## config.mk

```make
export PLATFORM = sky130hd
export DESIGN_NAME = immediate_unit_flat
export DESIGN_NICKNAME = d
export VERILOG_FILES = /design/src/rtl/immediate_unit_pkg.sv /design/src/rtl/immediate_unit_if.sv /design/src/rtl/imm_extract.sv /design/src/rtl/immediate_unit.sv /design/src/flat_wrapper.sv
export SDC_FILE = /design/constraint.sdc
export NUM_CORES = 1
export LEC_CHECK = 0
export CORE_MARGIN = 3
export CORE_UTILIZATION = 50
export DETAILED_ROUTE_END_ITERATION = 7
export HOLD_SLACK_MARGIN = 0.1
export PLACE_DENSITY = 0.8
export SYNTH_ARGS = -nofsm -noshare
export SYNTH_HDL_FRONTEND = slang
export SYNTH_SLANG_ARGS = --single-unit
```

## constraint.sdc

```tcl
create_clock -name I_clk -period 1.8 [get_ports I_clk]
set_input_delay 0.27 -clock I_clk [delete_from_list [all_inputs] [get_ports I_clk]]
set_output_delay 0.27 -clock I_clk [all_outputs]
set_load 0.005 [all_outputs]
```

## src/rtl/immediate_unit_pkg.sv

```systemverilog
// Shared immediate-format select codes and widths for the immediate unit.
// IMM_TARGET_EN (optional) adds PC-relative target output; see immediate_unit.sv.
package immediate_unit_pkg;
    localparam int IMM_SEL_W = 3;

    // Codes 6 and 7 are undefined and flagged as illegal.
    typedef enum logic [IMM_SEL_W-1:0] {
        IMM_ITYPE = 3'd0,
        IMM_STYPE = 3'd1,
        IMM_BTYPE = 3'd2,
        IMM_UTYPE = 3'd3,
        IMM_JTYPE = 3'd4,
        IMM_ZTYPE = 3'd5
    } imm_sel_e;
endpackage

```

## src/rtl/immediate_unit_if.sv

```systemverilog
// Decode-side and execute-side handshake bundle of the immediate unit.
// IMM_TARGET_EN adds I_pc / O_target to the bundle.
interface immediate_unit_if #(
    parameter int XLEN   = 32,
    parameter int INST_W = 32
);
    import immediate_unit_pkg::*;

    logic                 I_flush;
    logic                 I_valid;
    logic                 O_ready;
    logic [IMM_SEL_W-1:0] I_immsel;
    logic [INST_W-1:0]    I_data;
    logic                 O_valid;
    logic                 I_ready;
    logic [XLEN-1:0]      O_data;
    logic                 O_illegal;
`ifdef IMM_TARGET_EN
    logic [XLEN-1:0]      I_pc;
    logic [XLEN-1:0]      O_target;

    modport slave  (input  I_flush, I_valid, I_immsel, I_data, I_ready, I_pc,
                    output O_ready, O_valid, O_data, O_illegal, O_target);
    modport master (output I_flush, I_valid, I_immsel, I_data, I_ready, I_pc,
                    input  O_ready, O_valid, O_data, O_illegal, O_target);
`else
    modport slave  (input  I_flush, I_valid, I_immsel, I_data, I_ready,
                    output O_ready, O_valid, O_data, O_illegal);
    modport master (output I_flush, I_valid, I_immsel, I_data, I_ready,
                    input  O_ready, O_valid, O_data, O_illegal);
`endif
endinterface

```

## src/rtl/imm_extract.sv

```systemverilog
// Combinational RISC-V immediate extraction, sign-extended (zimm zero-extended) to XLEN.
module imm_extract
    import immediate_unit_pkg::*;
#(
    parameter int XLEN   = 32,
    parameter int INST_W = 32
) (
    input  logic [IMM_SEL_W-1:0] immsel_i,
    input  logic [INST_W-1:0]    inst_i,
    output logic [XLEN-1:0]      imm_o,
    output logic                 illegal_o
);
    logic signed [31:0] imm32;
    logic               unused_opcode;

    assign unused_opcode = ^inst_i[6:0];

    always_comb begin
        imm32     = '0;
        illegal_o = 1'b0;
        case (immsel_i)
            IMM_ITYPE: imm32 = {{20{inst_i[31]}}, inst_i[31:20]};
            IMM_STYPE: imm32 = {{20{inst_i[31]}}, inst_i[31:25], inst_i[11:7]};
            IMM_BTYPE: imm32 = {{19{inst_i[31]}}, inst_i[31], inst_i[7], inst_i[30:25],
                                inst_i[11:8], 1'b0};
            IMM_UTYPE: imm32 = {inst_i[31:12], 12'b0};
            IMM_JTYPE: imm32 = {{11{inst_i[31]}}, inst_i[31], inst_i[19:12], inst_i[20],
                                inst_i[30:21], 1'b0};
            IMM_ZTYPE: imm32 = {27'b0, inst_i[19:15]};
            default:   illegal_o = 1'b1;
        endcase
    end

    // Signed cast widens with inst[31] for RV64; zimm is non-negative so it zero-extends.
    assign imm_o = XLEN'(imm32);
endmodule

```

## src/rtl/immediate_unit.sv

```systemverilog
// Pipelined immediate unit: one output register plus a 1-entry skid buffer, valid/ready both sides.
// IMM_TARGET_EN: carry the PC with each entry and register O_target = pc + imm alongside O_data.
module immediate_unit
    import immediate_unit_pkg::*;
#(
    parameter int XLEN   = 32,
    parameter int INST_W = 32
) (
    input logic              I_clk,
    input logic              I_rst_n,
    immediate_unit_if.slave  bus
);
    if (XLEN != 32 && XLEN != 64) begin : g_bad_xlen
        $error("immediate_unit: XLEN must be 32 or 64");
    end

    typedef struct packed {
        logic [XLEN-1:0] imm;
        logic            illegal;
`ifdef IMM_TARGET_EN
        logic [XLEN-1:0] target;
`endif
    } entry_t;

    logic [XLEN-1:0] ext_imm;
    logic            ext_ill;
    entry_t          in_e;
    entry_t          main_q, main_d, skid_q, skid_d;
    logic            main_vld_q, main_vld_d, skid_vld_q, skid_vld_d;
    logic            acc, xfer;

    imm_extract #(.XLEN(XLEN), .INST_W(INST_W)) u_extract (
        .immsel_i  (bus.I_immsel),
        .inst_i    (bus.I_data),
        .imm_o     (ext_imm),
        .illegal_o (ext_ill)
    );

    always_comb begin
        in_e         = '0;
        in_e.imm     = ext_imm;
        in_e.illegal = ext_ill;
`ifdef IMM_TARGET_EN
        in_e.target  = bus.I_pc + ext_imm;
`endif
    end

    assign acc  = bus.I_valid & ~skid_vld_q;
    assign xfer = main_vld_q & bus.I_ready;

    always_comb begin
        main_d     = main_q;
        skid_d     = skid_q;
        main_vld_d = main_vld_q;
        skid_vld_d = skid_vld_q;
        if (bus.I_flush) begin
            main_vld_d = 1'b0;
            skid_vld_d = 1'b0;
        end else if (skid_vld_q) begin
            if (xfer) begin
                main_d     = skid_q;
                skid_vld_d = 1'b0;
            end
        end else if (acc && (!main_vld_q || xfer)) begin
            // Empty, or draining this edge: the new entry lands in main with no bubble.
            main_d     = in_e;
            main_vld_d = 1'b1;
        end else if (acc) begin
            skid_d     = in_e;
            skid_vld_d = 1'b1;
        end else if (xfer) begin
            main_vld_d = 1'b0;
        end
    end

    always_ff @(posedge I_clk or negedge I_rst_n) begin
        if (!I_rst_n) begin
            main_q     <= '0;
            skid_q     <= '0;
            main_vld_q <= 1'b0;
            skid_vld_q <= 1'b0;
        end else begin
            main_q     <= main_d;
            skid_q     <= skid_d;
            main_vld_q <= main_vld_d;
            skid_vld_q <= skid_vld_d;
        end
    end

    assign bus.O_valid   = main_vld_q;
    assign bus.O_data    = main_q.imm;
    assign bus.O_illegal = main_q.illegal;
    assign bus.O_ready   = ~skid_vld_q;
`ifdef IMM_TARGET_EN
    assign bus.O_target  = main_q.target;
`endif
endmodule

```

## src/flat_wrapper.sv

```systemverilog
// flat-port wrapper written by rule: the top's interface ports become plain ports
module immediate_unit_flat import immediate_unit_pkg::*;
#(
    parameter int XLEN   = 32,
    parameter int INST_W = 32
)
  (I_clk, I_rst_n, bus_I_flush, bus_I_valid, bus_I_immsel, bus_I_data, bus_I_ready, bus_O_ready, bus_O_valid, bus_O_data, bus_O_illegal);
  immediate_unit_if #(.XLEN(XLEN), .INST_W(INST_W)) bus_i ();
  input logic I_clk;
  input logic I_rst_n;
  input wire logic [$bits(bus_i.I_flush)-1:0] bus_I_flush;
  input wire logic [$bits(bus_i.I_valid)-1:0] bus_I_valid;
  input wire logic [$bits(bus_i.I_immsel)-1:0] bus_I_immsel;
  input wire logic [$bits(bus_i.I_data)-1:0] bus_I_data;
  input wire logic [$bits(bus_i.I_ready)-1:0] bus_I_ready;
  output wire logic [$bits(bus_i.O_ready)-1:0] bus_O_ready;
  output wire logic [$bits(bus_i.O_valid)-1:0] bus_O_valid;
  output wire logic [$bits(bus_i.O_data)-1:0] bus_O_data;
  output wire logic [$bits(bus_i.O_illegal)-1:0] bus_O_illegal;
  assign bus_i.I_flush = bus_I_flush;
  assign bus_i.I_valid = bus_I_valid;
  assign bus_i.I_immsel = bus_I_immsel;
  assign bus_i.I_data = bus_I_data;
  assign bus_i.I_ready = bus_I_ready;
  assign bus_O_ready = bus_i.O_ready;
  assign bus_O_valid = bus_i.O_valid;
  assign bus_O_data = bus_i.O_data;
  assign bus_O_illegal = bus_i.O_illegal;
  immediate_unit #(.XLEN(XLEN), .INST_W(INST_W)) u_core (.I_clk(I_clk), .I_rst_n(I_rst_n), .bus(bus_i));
endmodule
```

Word-level counts from Yosys, hierarchy flattened --
Cells that the tools add are included.
Word-level totals: word-level logic and storage cells 44, output and inout bits 35, bits in writable memories 0, memories 0, bits in read-only memories 0, latch bits 0, flip-flop bits (word level) 68, input bits 40
Cells by class: shift operators 0, reductions and logical operators 10, equal/unequal tests 8, muxes and demuxes 15, bitwise operators 5, $add $sub $neg 0, multipliers 0, divide/modulo/power cells 0, order comparisons 0
Operators by type and width (number):
- $pmux 32 s6 | 1
- $mux 33 | 3
- $mux 1 | 11
- $eq 3x2->1 const B | 2
- $eq 3x3->1 const B | 2
- $reduce_and 3->1 | 2
- $reduce_or 6->1 | 1
- $ne 2x2->1 const B | 2
- $reduce_and 4->1 | 1
- $eq 3x1->1 const B | 1
- $logic_not 3->1 | 1
- $ne 3x3->1 const B | 1
- $not 1->1 | 3
- $reduce_bool 3->1 | 1
- $and 1x1->1 | 2
- $reduce_bool 2->1 | 1
- $logic_and 1x1->1 | 1
- $logic_not 1->1 | 1
- $logic_or 1x1->1 | 1

Depth between registers and ports, before layout --
depth in word-level cells 6, mapped depth 7, depth with buffers taken out 4

Modules after synthesis --
Synthesis repeated with hierarchy kept, for this count alone.
Unflattened totals: cell total of the unflattened synthesis 269, area total of the unflattened synthesis 3537.1 um^2
By module, submodules not included:
- immediate_unit | area each 2991.6 um^2, cells each 187, instances 1, sequential area each 1701.6 um^2
- imm_extract | area each 545.5 um^2, cells each 82, instances 1, sequential area each 0.0 um^2

Worst setup path after synthesis --
No wires, ideal clock.
path type register to register, from register u_core.skid_vld_q, to register u_core.skid_q[10] (netlist name), arrival 1454 ps, cell stages (with the launch flop) 7, setup time 121 ps, required time 1679 ps, path buffers 3, setup slack 225 ps, path through dfrtp_1 -> buf_6 -> nand2b_4 -> or3b_1 -> buf_2 -> buf_6 -> a22o_1
Between the ends: word-level cells in the longest chain between the ends 5
RTL lines:
- start: declaration | line immediate_unit.sv:29 | logic main_vld_q, main_vld_d, skid_vld_q, skid_vld_d;
- start signal: assignment | line immediate_unit.sv:86 | skid_vld_q <= skid_vld_d;
- $not 1->1 (no source line) (*)
- $and 1x1->1 | line immediate_unit.sv:48 | assign acc = bus.I_valid & ~skid_vld_q;
- $logic_and 1x1->1 | line immediate_unit.sv:64 | end else if (acc && (!main_vld_q || xfer)) begin
- $not 1->1 (no source line)
- $reduce_and 4->1 (no source line) (*)
- end signal: assignment | line immediate_unit.sv:84 | skid_q <= skid_d;
- end: declaration | line immediate_unit.sv:28 | entry_t main_q, main_d, skid_q, skid_d;
Every way passes the cells marked *; elsewhere a longest branch is shown, timed or not. A chain may end at the register's enable or synchronous reset.

Worst setup path after layout --
from input port bus_I_ready, to register u_core.skid_q[8] (netlist name)
Between the ends: word-level cells in the longest chain between the ends 5
RTL lines:
- start: declaration | line flat_wrapper.sv:15 | input wire logic [$bits(bus_i.I_ready)-1:0] bus_I_ready;
- $and 1x1->1 | line immediate_unit.sv:49 | assign xfer = main_vld_q & bus.I_ready;
- $logic_or 1x1->1 | line immediate_unit.sv:64
- $logic_and 1x1->1 | line immediate_unit.sv:64
- $not 1->1 (no source line)
- $reduce_and 4->1 (no source line)
No other way between the ends.

==> results_dict.tcl <==
set metrics [dict create \
    num_rows 28 \
    area_growth_pct 34.0 \
    synth_edf_count 0 \
    startpoint_type "input pin" \
    setup_viol 0 \
    grt_pass1_wl_microns 14400 \
    critPathRequiredTime_ns 2.08 \
    grt_start_max_net_pins 69 \
    final_hold_viol_count 0 \
    drive_gt1_frac 0.131 \
    cts_root_buffer "clkbuf_8" \
    critPathKind "in -> reg" \
    wirelength_microns 8360 \
    synth_cells 345 \
    reg2reg_slack_ns 0.14 \
    dp_hpwl_microns 5590 \
    ant_nets 0 \
    path_buf_inv 2 \
    fin_crit_sh 0.943 \
    numCtsBuffers 9 \
    io_pins 75 \
    skew_ns 0.00868 \
    diodes 0 \
    final_max_slew_viol_count 0 \
    grt_pass1_vias 2989 \
    first_pass_iters 4 \
    grt_usage 0.243 \
    io_buffers 67 \
    fillers 469 \
    rr_endpoint "u_core.skid_q[8]$_DFFE_PN0P_" \
    synth_top_cells_by_count "68 x dfrtp_1, 58 x nand2_1, 34 x a21oi_1" \
    slowest_delay_ns 0.51 \
    mappedNetlistNets 385 \
    vias_per_cell 5.80 \
    power_mw 4.30 \
    end_kind "register" \
    synthDominantCellAreaShare 0.523 \
    synth_area_leaders "dfrtp_1 52%, nand2_1 6.7%, o211ai_1 5.8%" \
    seq_area_frac_synth 0.523 \
    final_core_util 0.716 \
    arrival_ns 1.98 \
    leakage_nw 1.82 \
    power_density_nw_per_um2 986 \
    cp_top_family "simple AND/OR/NAND/NOR gates" \
    vdd.ir_drop.worst_v 0.000598 \
    status "completed" \
    synth_warnings 0 \
    clkTransAtPathRegs_ns 0.07 \
    ys_ff_latch 68 \
    timing.max_cap.violations 0 \
    vias 2914 \
    reg2reg_depth 5 \
    critPathSlowestCell "or3b_2" \
    drt-wirelength-per-cell_microns 16.6 \
    antenna_found_initial 0 \
    core_area_sq_um 6100 \
    cts_sinks 68 \
    crit_fanout 15 \
    gr-total-overflow 0 \
    drt_drc_violations_left 0 \
    timing.fmax_ghz 0.589 \
    routabilityCongestion 0.892 \
    path_cells "clkdlybuf4s50_1 -> and2b_1 -> or3b_2 -> buf_4 -> nor2_4 -> a22o_1" \
    die-area_sq_um 7520 \
    cts_tree "yes" \
    hold_path.class "in -> async" \
    die_x_microns 86.7 \
    die_y_microns 86.7 \
    cts_setup_buffers 0 \
    rr_startpoint "u_core.skid_vld_q$_DFF_PN0_" \
    worstMarginPinSlew_ns 0.496 \
    slew_headroom 0.668 \
    cts.path.max_buffers 2 \
    synth_most_common_cell "dfrtp_1" \
    syn_avg_cell_area_sq_um 9.44 \
    synthesis.area_sq_um 3260 \
    synth_cell_types 37 \
    htreeDepth 3 \
    synthArstFlopShare 1.00 \
    synth_top_area_cell "dfrtp_1" \
    min_period_ns 1.70 \
    start_util 0.534 \
    synth_ff_type "dfrtp_1" \
    nets 462 \
    clk_latency_ns 0.34 \
    drt_iter0_drc 228 \
]
[layout by cell type (no fill, tap or decap), types with 2 or more instances in the layout]
master           Yosys  routed
inv_1                4       4
o21ai_0             28      28
clkbuf_8             0      11
o21ai_1              3       3
o21a_1               7       7
clkinvlp_4           0       2
nand2_1             58      58
clkdlybuf4s50_1      0      66
a21oi_1             34      34
nor2_1               9       9
buf_4                1      22
dfrtp_1             68      68
a221oi_1             4       4
nor2b_1              4       4
o211ai_1            25      25
a22o_1               6       6
buf_12               0       4
buf_6                2       2
mux2_2               5       5
a31oi_1              7       7
nor3b_1             11      11
nand3_1             25      25
a211o_1              2       2
[how the worst max path moves through the flow]
stage / start / cells after the start / slack, ns / to
final: bus_I_ready / 6 / 0.10 / u_core.skid_q[8]$_DFFE_PN0P_
after global routing: bus_I_ready / 6 / -0.006 / u_core.skid_q[11]$_DFFE_PN0P_
after CTS: bus_I_ready / 6 / 0.08 / u_core.skid_q[13]$_DFFE_PN0P_
after detailed placement: bus_I_ready / 6 / -0.28 / u_core.skid_q[13]$_DFFE_PN0P_
after global placement: bus_I_ready / 6 / -0.22 / u_core.skid_q[16]$_DFFE_PN0P_
after floorplan: u_core.skid_vld_q$_DFF_PN0_ / 6 / 0.23 / u_core.skid_q[10]$_DFFE_PN0P_
[timing repair]
action,CTS,global route
hold buffers,1,0
resized for setup,0,2
setup endpoints to repair,0,21
endpoints found under the hold margin,68,0
[metrics by stage]
stage	setup slack [ns]	hold slack (ns)	instance area, sq um	std cells	TNS [ns]
2_1_floorplan	0.225	-0.0256	3260	345	0
3_3_place_gp	-0.219	0.317	4140	485	-10.88
3_5_place_dp	-0.277	0.319	4140	485	-12.44
4_1_cts	0.0818	0.487	4360	502	0
5_1_grt	-0.00593	0.505	4360	502	-0.00757
6_report	0.102	0.467	4360	502	0
[registers in the layout, summed over array words and instances, names as in the netlist]
| register | count |
|---|---|
| u_core.bus.O_data | 32 |
| u_core.bus.O_valid | 1 |
| u_core.skid_vld_q | 1 |
| u_core.bus.O_illegal | 1 |
| u_core.skid_q | 33 |
[report_power, final]
part	internal [mW]	switching (mW)
registers	1.82	0.170
logic	0.562	0.434
clock network	0.718	0.597
[cells by family (layout without fill, tap and decap cells)]
kind of cell | after synthesis | count (layout) | share of synthesized area
fa+ha+maj | 1 | 1 | 0.00346
flops | 68 | 68 | 0.523
buf+inv | 34 | 116 | 0.0500
compound gates | 120 | 120 | 0.230
mux | 6 | 6 | 0.0204
simple gates | 116 | 116 | 0.173
[final cells by class]
cell class              count  area, sq um  share of cell area
clock buffers              11          151              0.0347
clock inverters             5         58.8              0.0135
inverters                   4         15.0             0.00344
multi-input cells         243         1400               0.321
flip-flops and latches     68         1700               0.390
well taps                  75         93.8              0.0215
repair buffers             96          943               0.216
[tightest hold or removal path, stage by stage]
cell	delay, ns
dlygate4sd3_1	0.52
buf_2	0.12
buf_12	0.30
[metal layers]
| layer | track usage | up-vias | wire length, microns |
|---|---|---|---|
| met5 | 0 | - | 0 |
| li1 | - | 1391 | - |
| met1 | 0.341 | 1416 | 3740 |
| met2 | 0.378 | 96 | 3990 |
| met4 | 0.0977 | 0 | 108 |
| met3 | 0.0409 | 11 | 511 |
Note: power is estimated with default switching activity, not from simulation.
